## src/rtl/rv32i_types.sv

```systemverilog
// Shared RV32I front-end types: branch prediction, branch-queue entry and
// resolution-queue state, plus helpers for evaluating a retiring branch.
package rv32i_types;

  typedef enum logic {
    NOT_TAKEN = 1'b0,
    TAKEN     = 1'b1
  } bp_t;

  typedef enum logic {
    RUN     = 1'b0,
    RECOVER = 1'b1
  } br_state_t;

  // ROB tag lives in a separate array so its width can stay a module parameter
  typedef struct packed {
    logic        valid;
    bp_t         pred;
    logic [31:0] pc;
    logic        resolved;
    logic        taken;
    logic [31:0] target;
  } br_entry_t;

  function automatic logic br_correct(input br_entry_t e);
    return ((e.pred == TAKEN) == e.taken);
  endfunction

  function automatic logic [31:0] br_redirect(input br_entry_t e);
    return e.taken ? e.target : (e.pc + 32'd4);
  endfunction

endpackage

```

## src/rtl/br_tag_cam.sv

```systemverilog
// Tag match over all queue slots; returns a one-hot hit vector for the
// candidate (valid, unresolved) entries whose stored tag equals i_tag.
module br_tag_cam #(
  parameter int DEPTH = 8,
  parameter int TAG_W = 5
) (
  input  logic             i_en,
  input  logic [TAG_W-1:0] i_tag,
  input  logic [DEPTH-1:0] i_cand,
  input  logic [TAG_W-1:0] i_tags [DEPTH],
  output logic [DEPTH-1:0] o_hit
);

  always_comb begin
    o_hit = '0;
    for (int i = 0; i < DEPTH; i++) begin
      o_hit[i] = i_en && i_cand[i] && (i_tags[i] == i_tag);
    end
  end

endmodule

```

## src/rtl/br_resolve.sv

```systemverilog
// Branch resolution queue: tracks predicted branches, collects out-of-order
// outcomes by ROB tag, retires in order and flushes/redirects on mispredict.
module br_resolve
  import rv32i_types::*;
#(
  parameter int DEPTH = 8,
  parameter int TAG_W = 5,
  parameter int CNT_W = 16
) (
  input  logic             clk,
  input  logic             rst,
  input  logic             push_valid,
  output logic             push_ready,
  input  logic [TAG_W-1:0] push_tag,
  input  bp_t              push_pred,
  input  logic [31:0]      push_pc,
  input  logic             res_valid,
  input  logic [TAG_W-1:0] res_tag,
  input  logic             res_taken,
  input  logic [31:0]      res_target,
  output logic             update,
  output logic             flush,
  output logic [31:0]      redirect_pc,
  output logic [CNT_W-1:0] mispredict_cnt
);

  localparam int PTR_W = (DEPTH > 1) ? $clog2(DEPTH) : 1;
  localparam int QCNT_W = $clog2(DEPTH + 1);

  br_entry_t         r_q    [DEPTH];
  logic [TAG_W-1:0]  r_tags [DEPTH];
  logic [PTR_W-1:0]  r_head;
  logic [PTR_W-1:0]  r_tail;
  logic [QCNT_W-1:0] r_count;
  br_state_t         r_state;
  br_state_t         w_state_nxt;
  logic              r_update;
  logic              r_flush;
  logic [31:0]       r_redirect;
  logic [CNT_W-1:0]  r_mcnt;

  br_entry_t         w_head;
  logic              w_run;
  logic              w_retire;
  logic              w_mispred;
  logic              w_pop;
  logic              w_push;
  logic [DEPTH-1:0]  w_cand;
  logic [DEPTH-1:0]  w_hit;

  assign w_head = r_q[r_head];

  always_comb begin
    for (int i = 0; i < DEPTH; i++) begin
      w_cand[i] = r_q[i].valid && !r_q[i].resolved;
    end
  end

  br_tag_cam #(
    .DEPTH (DEPTH),
    .TAG_W (TAG_W)
  ) u_cam (
    .i_en   (res_valid && w_run),
    .i_tag  (res_tag),
    .i_cand (w_cand),
    .i_tags (r_tags),
    .o_hit  (w_hit)
  );

  always_ff @(posedge clk or negedge rst) begin
    if (!rst) begin
      r_state <= RUN;
    end else begin
      r_state <= w_state_nxt;
    end
  end

  always_comb begin
    w_state_nxt = r_state;
    case (r_state)
      RUN:     w_state_nxt = w_mispred ? RECOVER : RUN;
      RECOVER: w_state_nxt = RUN;
      default: w_state_nxt = RUN;
    endcase
  end

  // Head evaluation and fetch handshake; a mispredicting head blocks pushes
  always_comb begin
    w_run      = (r_state == RUN);
    w_retire   = w_run && w_head.valid && w_head.resolved;
    w_mispred  = w_retire && !br_correct(w_head);
    w_pop      = w_retire && !w_mispred;
    push_ready = w_run && (r_count < QCNT_W'(DEPTH)) && !w_mispred;
    w_push     = push_valid && push_ready;
  end

  always_ff @(posedge clk or negedge rst) begin
    if (!rst) begin
      for (int i = 0; i < DEPTH; i++) begin
        r_q[i]    <= '0;
        r_tags[i] <= '0;
      end
    end else if (w_mispred) begin
      for (int i = 0; i < DEPTH; i++) begin
        r_q[i].valid <= 1'b0;
      end
    end else begin
      for (int i = 0; i < DEPTH; i++) begin
        if (w_pop && (r_head == PTR_W'(i))) begin
          r_q[i].valid <= 1'b0;
        end
        if (w_hit[i]) begin
          r_q[i].resolved <= 1'b1;
          r_q[i].taken    <= res_taken;
          r_q[i].target   <= res_target;
        end
        if (w_push && (r_tail == PTR_W'(i))) begin
          r_q[i].valid    <= 1'b1;
          r_q[i].pred     <= push_pred;
          r_q[i].pc       <= push_pc;
          r_q[i].resolved <= 1'b0;
          r_q[i].taken    <= 1'b0;
          r_q[i].target   <= 32'd0;
          r_tags[i]       <= push_tag;
        end
      end
    end
  end

  always_ff @(posedge clk or negedge rst) begin
    if (!rst) begin
      r_head  <= '0;
      r_tail  <= '0;
      r_count <= '0;
    end else if (w_mispred) begin
      r_head  <= '0;
      r_tail  <= '0;
      r_count <= '0;
    end else begin
      if (w_pop) begin
        r_head <= r_head + PTR_W'(1);
      end
      if (w_push) begin
        r_tail <= r_tail + PTR_W'(1);
      end
      case ({w_push, w_pop})
        2'b10:   r_count <= r_count + QCNT_W'(1);
        2'b01:   r_count <= r_count - QCNT_W'(1);
        default: r_count <= r_count;
      endcase
    end
  end

  // Registered recovery outputs; redirect_pc holds its last value between flushes
  always_ff @(posedge clk or negedge rst) begin
    if (!rst) begin
      r_update   <= 1'b0;
      r_flush    <= 1'b0;
      r_redirect <= 32'd0;
      r_mcnt     <= '0;
    end else begin
      r_update <= w_mispred;
      r_flush  <= w_mispred;
      if (w_mispred) begin
        r_redirect <= br_redirect(w_head);
        if (r_mcnt != {CNT_W{1'b1}}) begin
          r_mcnt <= r_mcnt + CNT_W'(1);
        end
      end
    end
  end

  assign update         = r_update;
  assign flush          = r_flush;
  assign redirect_pc    = r_redirect;
  assign mispredict_cnt = r_mcnt;

endmodule

```

## config.mk

```make
export PLATFORM = sky130hd
export DESIGN_NAME = br_resolve
export DESIGN_NICKNAME = d
export VERILOG_FILES = /design/src/rtl/rv32i_types.sv /design/src/rtl/br_tag_cam.sv /design/src/rtl/br_resolve.sv
export SDC_FILE = /design/constraint.sdc
export NUM_CORES = 1
export LEC_CHECK = 0
export BUFFER_PORTS_ARGS = -buffer_cell sky130_fd_sc_hd__buf_2
export CAP_MARGIN = 20
export CORE_MARGIN = 2
export CORE_UTILIZATION = 55
export DETAILED_ROUTE_END_ITERATION = 6
export PLACE_DENSITY = 0.75
export SETUP_SLACK_MARGIN = 0.4
export SLEW_MARGIN = 20
export SYNTH_ARGS = -nofsm -noshare
export SYNTH_HDL_FRONTEND = slang
export SYNTH_SLANG_ARGS = --single-unit
```

## constraint.sdc

```tcl
create_clock -name clk -period 6.4 [get_ports clk]
set_input_delay 0.32 -clock clk [delete_from_list [all_inputs] [get_ports clk]]
set_output_delay 0.32 -clock clk [all_outputs]
set_load 0.01 [all_outputs]
```

==> results of run 1 <==
[routing by layer]
layer,vias to the layer above,routed length [µm],share of wire [%]
met5,-,39,0.046
li1,9566,-,-
met1,11300,34200,41
met4,6,3760,4.5
met3,233,7150,8.5
met2,1088,39200,46
[how the worst max path moves through the flow]
stage	from	to
6_report	r_head[0]	r_q[414]
3_5_place_dp	r_head[0]	r_q[488]
4_1_cts	r_head[0]	r_q[488]
3_3_place_gp	r_head[0]	r_q[411]
5_1_grt	r_head[0]	r_q[409]
2_1_floorplan	r_head[0]	r_count[3]
[logic make-up after synthesis]
logic type	Yosys count
xor gates and xnor gates	83
buffers and inverters	240
DFF	644
muxes	384
adders and majority gates	17
and+or+nand+nor	998
AOI/OAI and AO/OA	395
[cell usage after synthesis (44+ instances only)]
master,n,area share (%)
sky130_fd_sc_hd__a22o_1,68,2.0
sky130_fd_sc_hd__clkbuf_1,93,1.2
sky130_fd_sc_hd__mux2i_1,63,2.1
sky130_fd_sc_hd__buf_2,77,1.3
sky130_fd_sc_hd__mux4_2,117,8.7
sky130_fd_sc_hd__nand2_1,841,10
sky130_fd_sc_hd__mux2_2,195,7.3
sky130_fd_sc_hd__o21ai_0,154,2.5
sky130_fd_sc_hd__dfrtp_1,644,53
sky130_fd_sc_hd__xnor2_1,44,1.3
sky130_fd_sc_hd__a21oi_1,50,0.83
sky130_fd_sc_hd__o21ai_1,94,1.6
[final cells by class]
cell class	instances	area (µm²)	area share (%)
inverter	17	63.8	0.190
antenna	6	15.0	0.0447
sequential	644	16100	48.0
tap	696	871	2.59
clock buffer	100	1990	5.93
timing repair buffer	190	1220	3.63
clock inverter	18	178	0.529
multi-input combinational	1877	13100	39.1
[worst reg2reg max path: stages, from the launching register on]
cell and delay, ns:
sky130_fd_sc_hd__dfrtp_4 0.71, sky130_fd_sc_hd__inv_2 0.54, sky130_fd_sc_hd__mux4_2 0.60, sky130_fd_sc_hd__o22ai_1 0.75
sky130_fd_sc_hd__nand2_4 0.47, sky130_fd_sc_hd__inv_2 0.51, sky130_fd_sc_hd__or3_4 0.96, sky130_fd_sc_hd__buf_4 0.43
sky130_fd_sc_hd__nand2_1 0.08, sky130_fd_sc_hd__o21ai_0 0.20
[stage by stage]
stage | hold WS [ns] | instance area [µm²] | util [%]
after floorplan | 0.0244 | 30200 | -
after CTS | 0.00116 | 33600 | 62.0
after detailed placement | 0.423 | 31200 | 57.7
after global placement | 0.416 | 31200 | 57.6
after global routing | 0.0304 | 33600 | 62.1
final | 0.0201 | 33600 | 62.1
[registers in the layout, summed over array words and instances (netlist names)]
name / cells
r_tags: 40
redirect_pc: 32
r_q: 544
r_count: 4
r_tail: 3
r_head: 3
r_state: 1
mispredict_cnt: 16
flush: 1
[power by group through the flow]
stage                     Clock, W  Combinational, W  Sequential, W
after floorplan                  0           0.00496        0.00659
after global placement           0           0.00637        0.00689
after detailed placement         0           0.00663        0.00703
after CTS                  0.00394           0.00667        0.00698
after global routing       0.00411           0.00726        0.00720
final                      0.00391           0.00671        0.00704
[repair_timing]
item	in CTS	in global routing
hold buffers	19	0
endpoints found under the hold margin	122	0
resized for setup	0	0
==> flow_results.org, run 1 <==
** Synthesis
- Number of different library cells in the post-synthesis netlist :: 61
- Main combinational cell family by area after synthesis :: multiplexers
- Counting every instance in the synthesized netlist gives 2,761.
- For this run, asynchronously set or reset flops after synthesis account for 100%.
- For this run, the leading register cell type out of synthesis is sky130_fd_sc_hd__dfrtp_1.
- Post-synthesis adder-cell area fraction :: 0.728%
- Sequential fraction of the synthesis area :: 53.3%
- Simple-Gate Fraction of Synth Area :: 13.4%
- After Yosys synthesis, XOR and XNOR cells account for 2.40% of the synthesized area.
- The synthesized design contains 0 enable-type register cells.
- Yosys reg bits :: 644
- Proportion of synthesized area in mux cells :: 18.8%
- Each instance of the synthesized netlist takes up on average 11.0 µm².
- Post-Syn Nets :: 2,858
- Combined area of all synthesized cells :: 30,200 µm²
- The Yosys step of the flow raised 0 warnings.
- The synthesized netlist devotes 7.64% of its cell area to compound gates.

** Global route
- Global routing used 30.3% of the available tracks across all layers.
- Entering global routing, the biggest net connects 182 pins.
- The initial antenna violation count is 9.
- Remaining Overflow, GRT :: 0
- For this run, global-route usage on met2 was measured as 47.1%.
- Met1 Use GR :: 41.4%
- Vias in the first global route :: 22,500
- In this run the most used layer during global routing was met2.
- Met3 Use GR :: 5.67%
- The first global-routing pass estimated 131,000 µm of wire.

** Pwr
- Psw :: 0.00654 W
- Cell internal power was estimated by the tool at 0.0111 W.
- Power density of the placed cells :: 526 nW/µm²
- In this run, flip-flops and latches consume 39.9% of the power.
- Per report_power, the clock group accounts for 22.1% of the total.
- Static leakage :: 16.1 nW
- Combinational logic is responsible for 38.0% of the overall power.
- Switching Fraction :: 37.0%
- The completed layout was analyzed and its total power is 0.0177 W.
- Peak supply drop :: 0.291 mV

** Cells and area
- Layout cells sized above 1 :: 22.0%
- Leading cell type in the layout, fill and taps excluded :: sky130_fd_sc_hd__nand2_1
- Once layout is complete, the cells apart from fillers number 3,548.
- Layout overhead on the synthesized area :: 11.1%
- After filler insertion, the fill cell instance count of the layout stands at 4,107.
- Top library cells by usage in the layout, fill and taps aside :: sky130_fd_sc_hd__nand2_1 (833), sky130_fd_sc_hd__dfrtp_1 (641), sky130_fd_sc_hd__mux2_2 (195), sky130_fd_sc_hd__o21ai_0 (154), sky130_fd_sc_hd__buf_2 (129)
- The final layout contains 2,895 nets.

** Clock network
- Number of buffers added by the clock tree synthesis step :: 68
- Maximum buffer depth of the clock tree :: 3
- CTS sink count :: 644
- TritonCTS built the clock tree.
- Reg clk slew, reported paths :: 0.06 ns
- Once the clock tree was built, the setup fixing pass inserted 0 buffers.
- Root buffer cell :: sky130_fd_sc_hd__clkbuf_16
- The later pin in the worst-skew pair is clocked with a latency of 0.61 ns.
- The clock tree synthesis step divided the H-tree into 3 levels.

** STA
- Measured against its own limit, the worst slew margin works out to 24.5%.
- Setup clock skew after layout :: 0.0268 ns
- Setup repair after global routing missed its margin :: no
- Final hold violation count :: 0
- Setup total negative slack on the finished layout was measured at 0 ns.
- For the pin with the worst max-slew slack, the measured transition is 1.13 ns.
- Number of max-slew violations in the final report :: 0
- After layout, the worst setup slack is 1.08 ns.
- Max frequency :: 0.188 GHz
- For the finished layout, the period the worst path requires is 5.32 ns.
- Final clock period utilization by the worst path :: 83.1%
- Setup Viol. Count Final :: 0

** Die
- Ports placed on the boundary :: 131
- The core region is 54,100 µm².
- Die outline area :: 56,900 µm²
- The initial utilization of the core area, before any placement, comes to 55.9%.
- The initialized floorplan defines 85 standard-cell rows.
- Measured along the y axis, the die boundary spans 238 µm.
- DIE WIDTH :: 238 µm

** Setup path
- Arrival time reported for the critical path endpoint :: 5.82 ns
- In this run the worst path has a maximum fanout of 58.
- STA classifies the critical path startpoint as a flip-flop.
- Slowest stage cell on the critical path :: sky130_fd_sc_hd__or3_4
- Capturing point of the worst reg2reg path :: r_q[414]
- The startpoint identified for the worst register-to-register timing path is r_head[0].
- Critical Path End Type :: flip-flop
- For this run, the slowest stage of the critical path takes 0.94 ns.
- For flop-to-flop paths, the worst setup slack is 1.08 ns.
- Counting both buffers and inverters, the worst setup path holds a total of 3.
- STA puts the critical path data required time at 6.90 ns.
- Measured in cells, the most critical reg-to-reg path has a length of 9.
- The cell that appears most often on the critical path is sky130_fd_sc_hd__inv_2.
- On the critical path the largest part of the delay comes from simple AND/OR/NAND/NOR gates.
- Class of the most critical setup path :: reg -> reg
- The critical path runs through a total of 9 cells.
- Critical path, cell by cell :: inv_2 > mux4_2 > o22ai_1 > nand2_4 > inv_2 > or3_4 > buf_4 > nand2_1 > o21ai_0

** Hold path
- The path with the worst hold slack has its endpoint at r_q[188].
- Worst hold path cell count :: 3
- In this run the most critical hold path is launched from push_pc[18].
- The min-delay analysis places its worst path in the category in -> reg.

** Run status
- Result of the run :: finished clean

** Routing
- Iteration-0 DRC count of the detailed router :: 2,265
- The first TritonRoute pass finished after 5 iterations.
- In the final routed layout, each cell accounts on average for 23.8 µm.
- In the routed design, unresolved DRC markers number 0.
- The routed layout has 22,200 vias.
- Vias per std cell :: 6.24
- The final layout contains routed wiring with a total length of 84,300 µm.
- DRT antenna net count :: 0

** Placed design
- Once placement completed, the tool counted placed cells totaling 3,405.
- The wire-length estimate of the detail-placed layout is 50,600 µm.
- Timing analysis after detailed placement gives a worst setup slack of 1.25 ns.
- Number of buffer cells added on primary ports :: 130
- The congestion estimate from routability-driven global placement came to 0.887.

** Run
- Count of maximum capacitance violations :: 0
Power figures use the tool's default switching activity.
==> run 2: changes to the inputs <==
==> constraint.sdc (replaced) <==
create_clock -name clk -period 5.2 [get_ports clk]
set_input_delay 0.26 -clock clk [delete_from_list [all_inputs] [get_ports clk]]
set_output_delay 0.26 -clock clk [all_outputs]
set_load 0.01 [all_outputs]
==> run 2 against run 1 <==
Sequential share of layout area fell by 1.0 points. Design area rose by 2.1%. Sequential cell count did not move. Clock skew rose by 0.0091 ns. Utilization rose by 1.3 points. Critical path type unchanged. Largest power group unchanged.
==> flow_results.org, run 2 (same netlist as run 1, synthesis figures left out) <==
** Setup path
- Top fanout value on the critical path :: 47 (-19%)
- Buf+Inv Stages, Crit Path :: 1 (-2)
- Arrival time reported for the critical path endpoint :: 4.83 ns (-0.99 ns)
- The worst setup path is launched from a flip-flop.
- The register-to-register setup slack came to 0.85 ns (-0.23 ns).
- Class of the most critical setup path :: reg -> reg
- Cell seen most often among critical-path stages :: sky130_fd_sc_hd__nand3_1
- Delay of the slowest critical-path stage :: 0.89 ns (-0.05 ns)
- CP Data Required Time :: 5.69 ns (-1.21 ns)
- Critical path, cell by cell :: buf_4 > mux4_2 > mux2_2 > ha_1 > nand3_1 > nor4_2 > nand3_1 > mux2i_1 > a211o_1
- Slowest stage cell on the critical path :: sky130_fd_sc_hd__dfrtp_4
- Critical Path End Type :: flip-flop
- Top cell family by delay on the critical path :: simple AND/OR/NAND/NOR gates

** Clock network
- Number of H-tree levels :: 3 (unchanged)
- Resized cells post-CTS :: 0 (unchanged)
- Reg clk slew, reported paths :: 0.06 ns (about the same)
- CTS tree :: done
- The tree is rooted in a sky130_fd_sc_hd__clkbuf_16.
- CTS sink count :: 644 (unchanged)
- Clock Latency Late Sink :: 0.61 ns (about the same)
- The number of buffers on the longest clock path came to 3 (unchanged).
- The clock buffer count from CTS is 69 (+1.5%).

** Placed design
- The count of input and output buffers came to 130 (unchanged).
- Weighted congestion reported at the end of routability-driven placement :: 0.879 (-0.82%)
- Worst setup slack before clock tree synthesis :: 0.932 ns (-0.317 ns)
- Placed cell count :: 3,408 (+0.088%)
- The HPWL reported at the end of detailed placement came to 48,700 µm (-3.7%).

** Cells and area
- The final cell count without fillers came to 3,606 (+1.6%).
- Relative to the synthesized area, the layout overhead comes to 13.5%.
- Top library cells by usage in the layout, fill and taps aside :: sky130_fd_sc_hd__nand2_1 (833), sky130_fd_sc_hd__dfrtp_1 (641), sky130_fd_sc_hd__mux2_2 (195), sky130_fd_sc_hd__o21ai_0 (154), sky130_fd_sc_hd__buf_2 (129)
- The flip-flop count of the largest register after layout came to 544 (unchanged).
- Ranked by flip-flop count, first place goes to r_q.
- Net count of the finished layout :: 2,952 (+2.0%)
- Leading cell type in the layout, fill and taps excluded :: sky130_fd_sc_hd__nand2_1
- The ratio of cells with drive above 1 in the final layout was 21.8% (-0.20 points).

** Pwr
- Psw :: 0.00811 W (+24%)
- Seq pwr share :: 39.1% (-0.8 points)
- The power density over cell area was 642 nW/µm² (+22%).
- The switching part of the total was 36.8% (-0.19 points).
- Peak supply drop :: 0.445 mV (+53%)
- Static leakage :: 16.4 nW (+1.9%)
- Gate power share :: 38.3% (+0.3 points)
- Clock share of power :: 22.6% (+0.5 points)
- The internal cell power came to 0.0139 W (+25%).

** Run status
- Result of the run :: finished clean

** STA
- The transition at the pin with the smallest max-transition slack came to 1.07 ns (-0.0561 ns).
- The setup-violating endpoint count in the final report is 0 (unchanged).
- The worst slew margin relative to its limit is 28.5% (+4.0 points).
- The accumulated negative setup slack is 0 ns (unchanged).
- Setup repair after global routing missed its margin :: no
- Final hold violation count :: 0 (unchanged)
- The highest achievable clock rate was 0.230 GHz (+22%).
- Final worst setup slack :: 0.852 ns (-0.230 ns)
- Number of max-slew violations in the final report :: 0 (unchanged)
- Setup clock skew after layout :: 0.0358 ns (+0.00908 ns)
- Fin crit period :: 4.35 ns (-0.970 ns)
- The fraction of the cycle the final worst path needs was 83.6% (+0.52 points).

** Global route
- GRT Total Usage :: 30.1% (-0.13 points)
- First-pass GRT wire length :: 132,000 µm (+0.59%)
- The initial antenna violation count is 6 (-3).
- The maximum number of pins on one net before global-route repair was 159 (-13%).
- The number of global-route vias before repair is 23,200 (+3.1%).
- Remaining Overflow, GRT :: 0 (unchanged)

** Die
- Chip Height :: 238 µm (unchanged)
- Row cnt :: 85 (unchanged)
- The starting density of the core was 55.9% (unchanged).
- Ports placed on the boundary :: 131 (unchanged)
- DIE WIDTH :: 238 µm (unchanged)
- Die outline area :: 56,900 µm² (unchanged)
- The area of the core came to 54,100 µm² (unchanged).

** Routing
- The detailed-route wire length came to 83,000 µm (-1.5%).
- The length of the first detailed-routing pass in iterations was 6 (+1).
- The via count of the routed design was 22,400 (+1.3%).
- The final antenna-violating net count was 0 (unchanged).
- Vias per std cell :: 6.22 (-0.38%)
- The detailed router's first-iteration violation count came to 2,284 (+0.84%).
- Routed wire per std cell :: 23.0 µm (-3.1%)
- Post-route DRC violation count :: 0 (unchanged)

** Hold path
- The path class of the tightest hold or removal check is in -> reg.

** Run
- Count of maximum capacitance violations :: 0 (unchanged)
-- run 2: cell count changes in the layout (fill, tap and decap cells not counted), moves of 2 or more --
cell	change
sky130_fd_sc_hd__diode_2	-5
sky130_fd_sc_hd__clkbuf_8	+3
sky130_fd_sc_hd__clkbuf_16	+3
sky130_fd_sc_hd__clkinvlp_4	+2
sky130_fd_sc_hd__clkinv_2	-4
sky130_fd_sc_hd__buf_12	+3
sky130_fd_sc_hd__dlygate4sd3_1	+53
-- run 2: timing repair --
action                    4_1_cts  5_1_grt
hold endpoints to repair      576        0
buffers inserted                0        0
hold buffers                   72        0
-- run 2: area by class of cell --
class | count | area (µm²)
diodes | 1 | 2.50
repair buffers | 246 | 1810
clock inverters | 18 | 198
multi-input cells | 1877 | 13100
fillers | 4030 | 19800
flip-flops and latches | 644 | 16100
clock buffers | 107 | 2110
well taps | 696 | 871
inverters | 17 | 63.8
-- run 2: metrics by stage --
step                      utilization, %  hold slack [ns]  total power (W)  cell area (µm²)
final                               63.4            0.169           0.0220            34300
after global routing                63.4            0.176           0.0233            34300
after CTS                           63.4            0.129           0.0220            34300
after detailed placement            57.8            0.409           0.0169            31300
after global placement              57.8            0.399           0.0164            31300
after floorplan                        -          -0.0356           0.0142            30200
-- run 2: path summary, 6_finish.rpt --
kind	from	endpoint	depth (start not counted)
max	r_head[2]	redirect_pc[22]	9
min reg2reg	r_q[192]	r_q[192]	2
min in group asynchronous	rst	r_q[435]	2
max in group asynchronous	rst	r_tags[39]	3
max reg2reg	r_head[2]	redirect_pc[22]	9
min	push_valid	r_count[3]	4
-- run 2: layer usage --
layer | vias to the layer above | GRT usage (%) | wire [µm]
met3 | 195 | 5.71 | 6600
met5 | - | 0 | 55
li1 | 9687 | - | -
met4 | 8 | 12.4 | 3200
met1 | 11500 | 40.8 | 33400
met2 | 1047 | 48.3 | 39700
-- run 2: worst register-to-register path, cell delays in order (launching register included) --
cell and delay, ns:
sky130_fd_sc_hd__dfrtp_4 0.89, sky130_fd_sc_hd__buf_4 0.70, sky130_fd_sc_hd__mux4_2 0.38, sky130_fd_sc_hd__mux2_2 0.19, sky130_fd_sc_hd__ha_1 0.20, sky130_fd_sc_hd__nand3_1 0.22, sky130_fd_sc_hd__nor4_2 0.89, sky130_fd_sc_hd__nand3_1 0.28
sky130_fd_sc_hd__mux2i_1 0.19, sky130_fd_sc_hd__a211o_1 0.28
-- run 2: power groups by stage --
stage               combinational, W  clock, W  sequential [W]
finish                       0.00843   0.00499         0.00862
global route                 0.00915   0.00527         0.00884
CTS                          0.00838   0.00504         0.00857
detailed placement           0.00828         0         0.00863
global placement             0.00797         0         0.00847
floorplan                    0.00611         0         0.00811
==> run 3: changes to the inputs <==
--- a/config.mk
+++ b/config.mk
@@ -10,7 +10,7 @@
 export CORE_MARGIN = 2
 export CORE_UTILIZATION = 55
 export DETAILED_ROUTE_END_ITERATION = 6
-export PLACE_DENSITY = 0.75
+export PLACE_DENSITY = 0.78
 export SETUP_SLACK_MARGIN = 0.4
 export SLEW_MARGIN = 20
 export SYNTH_ARGS = -nofsm -noshare
==> constraint.sdc (replaced) <==
create_clock -name clk -period 3.6 [get_ports clk]
set_input_delay 0.18 -clock clk [delete_from_list [all_inputs] [get_ports clk]]
set_output_delay 0.18 -clock clk [all_outputs]
set_load 0.01 [all_outputs]
==> run 3 against run 2 <==
The flow now finishes with violations (design-rule violations). Count of clock-buffer cells in the layout decreased by 5. Register-to-register slack worse by 0.57 ns. Critical path depth down 1. Fmax increased by 31%. Clock skew shrank 0.015 ns. Critical endpoint is now redirect_pc[29]. Largest cell class unchanged. Largest power group is now combinational logic.
==> flow_results.org, run 3 (same netlist as run 1, synthesis figures left out) <==
** Run status
- The run finished, with violations left.
- The checks that failed: design-rule violations.

** Pwr
- Switching Fraction :: 36.9% (+0.079 points)
- Gate power share :: 40.8% (+2.5 points)
- The fraction of power consumed by sequential logic came to 37.5% (-1.6 points).
- The internal cell power came to 0.0208 W (+49%).
- Peak supply drop :: 0.533 mV (+20%)
- Static leakage :: 16.8 nW (+2.9%)
- The share of power burned in the clock network was 21.7% (-0.9 points).
- Psw :: 0.0121 W (+50%)
- Power density of the placed cells :: 935 nW/µm² (+46%)

** Routing
- First-pass DRT Iterations :: 7 (+1)
- The wire length per cell after detailed routing is 23.6 µm (+2.5%).
- Total wire length :: 86,500 µm (+4.2%)
- Iteration-0 DRC count of the detailed router :: 2,507 (+9.8%)
- DRT antenna net count :: 0 (unchanged)
- The via density per instance came to 6.28 (+0.88%).
- The total DRC errors in the routed layout is 1 (+1).
- The via count of the routed design was 23,000 (+2.6%).

** Setup path
- Arrival time reported for the critical path endpoint :: 3.84 ns (-0.99 ns)
- The required time of the worst setup path is 4.12 ns (-1.57 ns).
- Class of the most critical setup path :: reg -> reg
- Slowest stage cell on the critical path :: sky130_fd_sc_hd__or4_4
- The endpoint identified for the worst register-to-register timing path is redirect_pc[29].
- The startpoint identified for the worst register-to-register timing path is r_head[0].
- Critical Path End Type :: flip-flop
- Top fanout value on the critical path :: 6 (-87%)
- Depth of the worst register-to-register path :: 8 (-1)
- Delay of the slowest critical-path stage :: 0.58 ns (-0.31 ns)
- Worst-case register-to-register setup slack :: 0.28 ns (-0.57 ns)
- The cell that appears most often on the critical path is sky130_fd_sc_hd__or4b_4.
- The signal on the critical path passes through buf_8 > mux4_2 > mux2i_4 > or4_4 > or4b_4 > or4b_4 > nor4b_4 > nand3b_1.
- The worst setup path is launched from a flip-flop.

** Clock network
- The root buffer cell chosen for the clock tree is sky130_fd_sc_hd__clkbuf_16.
- Clock Latency Late Sink :: 0.60 ns (about the same)
- CTS tree :: done
- The CTS H-tree depth came to 3 (unchanged).
- CTS sink count :: 644 (unchanged)
- The clock input transition at the sequential cells of the worst setup and hold paths was 0.06 ns (about the same).
- The clock buffer count from CTS is 68 (-1.4%).
- Maximum buffer depth of the clock tree :: 3 (unchanged)

** Cells and area
- Top library cells by usage in the layout, fill and taps aside :: sky130_fd_sc_hd__nand2_1 (833), sky130_fd_sc_hd__dfrtp_1 (641), sky130_fd_sc_hd__mux2_2 (195), sky130_fd_sc_hd__o21ai_0 (153), sky130_fd_sc_hd__buf_2 (129)
- The final net count is 3,016 (+2.2%).
- Max reg flops :: 544 (unchanged)
- The ratio of cells with drive above 1 in the final layout was 24.0% (+2.2 points).
- Layout overhead on the synthesized area :: 16.5%
- Leaving out fill and tap cells, the most frequent cell in the layout is sky130_fd_sc_hd__nand2_1.
- Finished Cell Area :: 35,200 µm² (+2.7%)
- Cell Count, Final, Fillers Out :: 3,667 (+1.7%)
- The filler cell count was 3,883 (-3.6%).
- Top reg by flops :: r_q

** STA
- The accumulated negative setup slack was 0 ns (unchanged).
- The number of max-slew violations in the final report came to 0 (unchanged).
- The worst slew margin relative to its limit came to 28.3% (-0.20 points).
- The number of hold-slack violations in the final timing report came to 0 (unchanged).
- Setup repair after global routing could not meet its margin everywhere.
- The fraction of the cycle the final worst path needs is 92.3% (+8.6 points).
- The highest achievable clock rate came to 0.301 GHz (+31%).
- Fin crit period :: 3.32 ns (-1.03 ns)
- Setup Viol. Count Final :: 0 (unchanged)
- Setup clock skew after layout :: 0.0206 ns (-0.0153 ns)
- The transition at the pin with the smallest max-transition slack is 1.07 ns (-0.00104 ns).

** Global route
- Pin count of the biggest net entering global routing :: 110 (-31%)
- GRT Total Usage :: 31.0% (+0.88 points)
- The number of global-route vias before repair is 24,000 (+3.3%).
- Initial antenna violation count :: 7 (+1)
- The leftover overflow at the end of global routing came to 0 (unchanged).
- The first-pass GRT wire length came to 136,000 µm (+2.7%).

** Die
- The die width is 238 µm (unchanged).
- Die outline area :: 56,900 µm² (unchanged)
- The top-level port count is 131 (unchanged).
- The starting density of the core was 55.9% (unchanged).
- Core area :: 54,100 µm² (unchanged)
- The number of cell rows was 85 (unchanged).
- The height of the die is 238 µm (unchanged).

** Run
- The number of max-cap violations was 0 (unchanged).

** Hold path
- Worst hold path endpoint :: r_count[3]
- The min-delay analysis places its worst path in the category in -> reg.
- HP Start :: push_valid
- The count of cells along the worst hold path was 4 (unchanged).

** Placed design
- The placer congestion estimate was 0.923 (+5.0%).
- The count of input and output buffers was 130 (unchanged).
- The standard cell area after detailed placement is 31,800 µm² (+1.8%).
- Final HPWL DP :: 51,900 µm (+6.5%)
- Placed cell count :: 3,453 (+1.3%)
[run 3: area by class of cell]
cell class              instances  area, µm²  share of cell area [%]
clock inverters                17        239                   0.678
multi-input cells            1877      13300                    37.7
well taps                     696        871                    2.47
repair buffers                311       2620                    7.45
inverters                      17       68.8                   0.195
diodes                          3       7.51                  0.0213
flip-flops and latches        644      16100                    45.8
clock buffers                 102       2010                    5.72
[run 3: metal layers]
metal  GRT usage (%)  part of all wire, %  vias up  wire length (µm)
met5               0                0.053        -                46
met2            49.5                   48     1203             41300
met4            15.1                  4.9        8              4260
met1            41.0                   38    11700             33200
met3            6.18                  8.9      266              7700
li1                -                    -     9802                 -
[run 3: critical path, delay by kind of cell, from the launching register on]
kind / cells / cell delay [ns]
buffers and inverters: 1 / 0.17
DFF: 1 / 0.56
muxes: 2 / 0.46
and+or+nand+nor: 5 / 2.06
[run 3: worst max path at each step]
stage                      endpoint       from  slack [ns]
CTS                 redirect_pc[29]  r_head[0]        0.33
global placement         r_count[3]  r_head[0]        0.27
floorplan                r_count[3]  r_head[0]        0.41
detailed placement  redirect_pc[29]  r_head[0]        0.16
global route        redirect_pc[29]  r_head[0]        0.24
finish              redirect_pc[29]  r_head[0]        0.28
[run 3: through the flow]
stage | setup slack (ns) | hold WS (ns) | power [W] | utilization (%)
5_1_grt | 0.239 | 0.0727 | 0.0345 | 65.1
2_1_floorplan | 0.405 | -0.116 | 0.0205 | -
3_3_place_gp | 0.267 | 0.0984 | 0.0241 | 58.8
4_1_cts | 0.326 | 0.0344 | 0.0324 | 64.7
6_report | 0.278 | 0.0482 | 0.0329 | 65.1
3_5_place_dp | 0.157 | 0.105 | 0.0248 | 58.8
[run 3: timing repair]
action                                  in CTS  in global routing
pin swaps                                    4                  8
hold buffers                                72                  0
endpoints found under the setup margin      33                216
cloned                                       0                  0
hold endpoints to repair                   943                  0
buffers inserted                            14                  6
gates resized for setup                     11                 38
[run 3: power by group through the flow]
stage	Clock, W	Sequential, W	Combinational (W)
final	0.00714	0.0123	0.0134
after global routing	0.00752	0.0126	0.0144
after CTS	0.00722	0.0122	0.0129
after detailed placement	0	0.0124	0.0125
after global placement	0	0.0121	0.0120
after floorplan	0	0.0117	0.00884
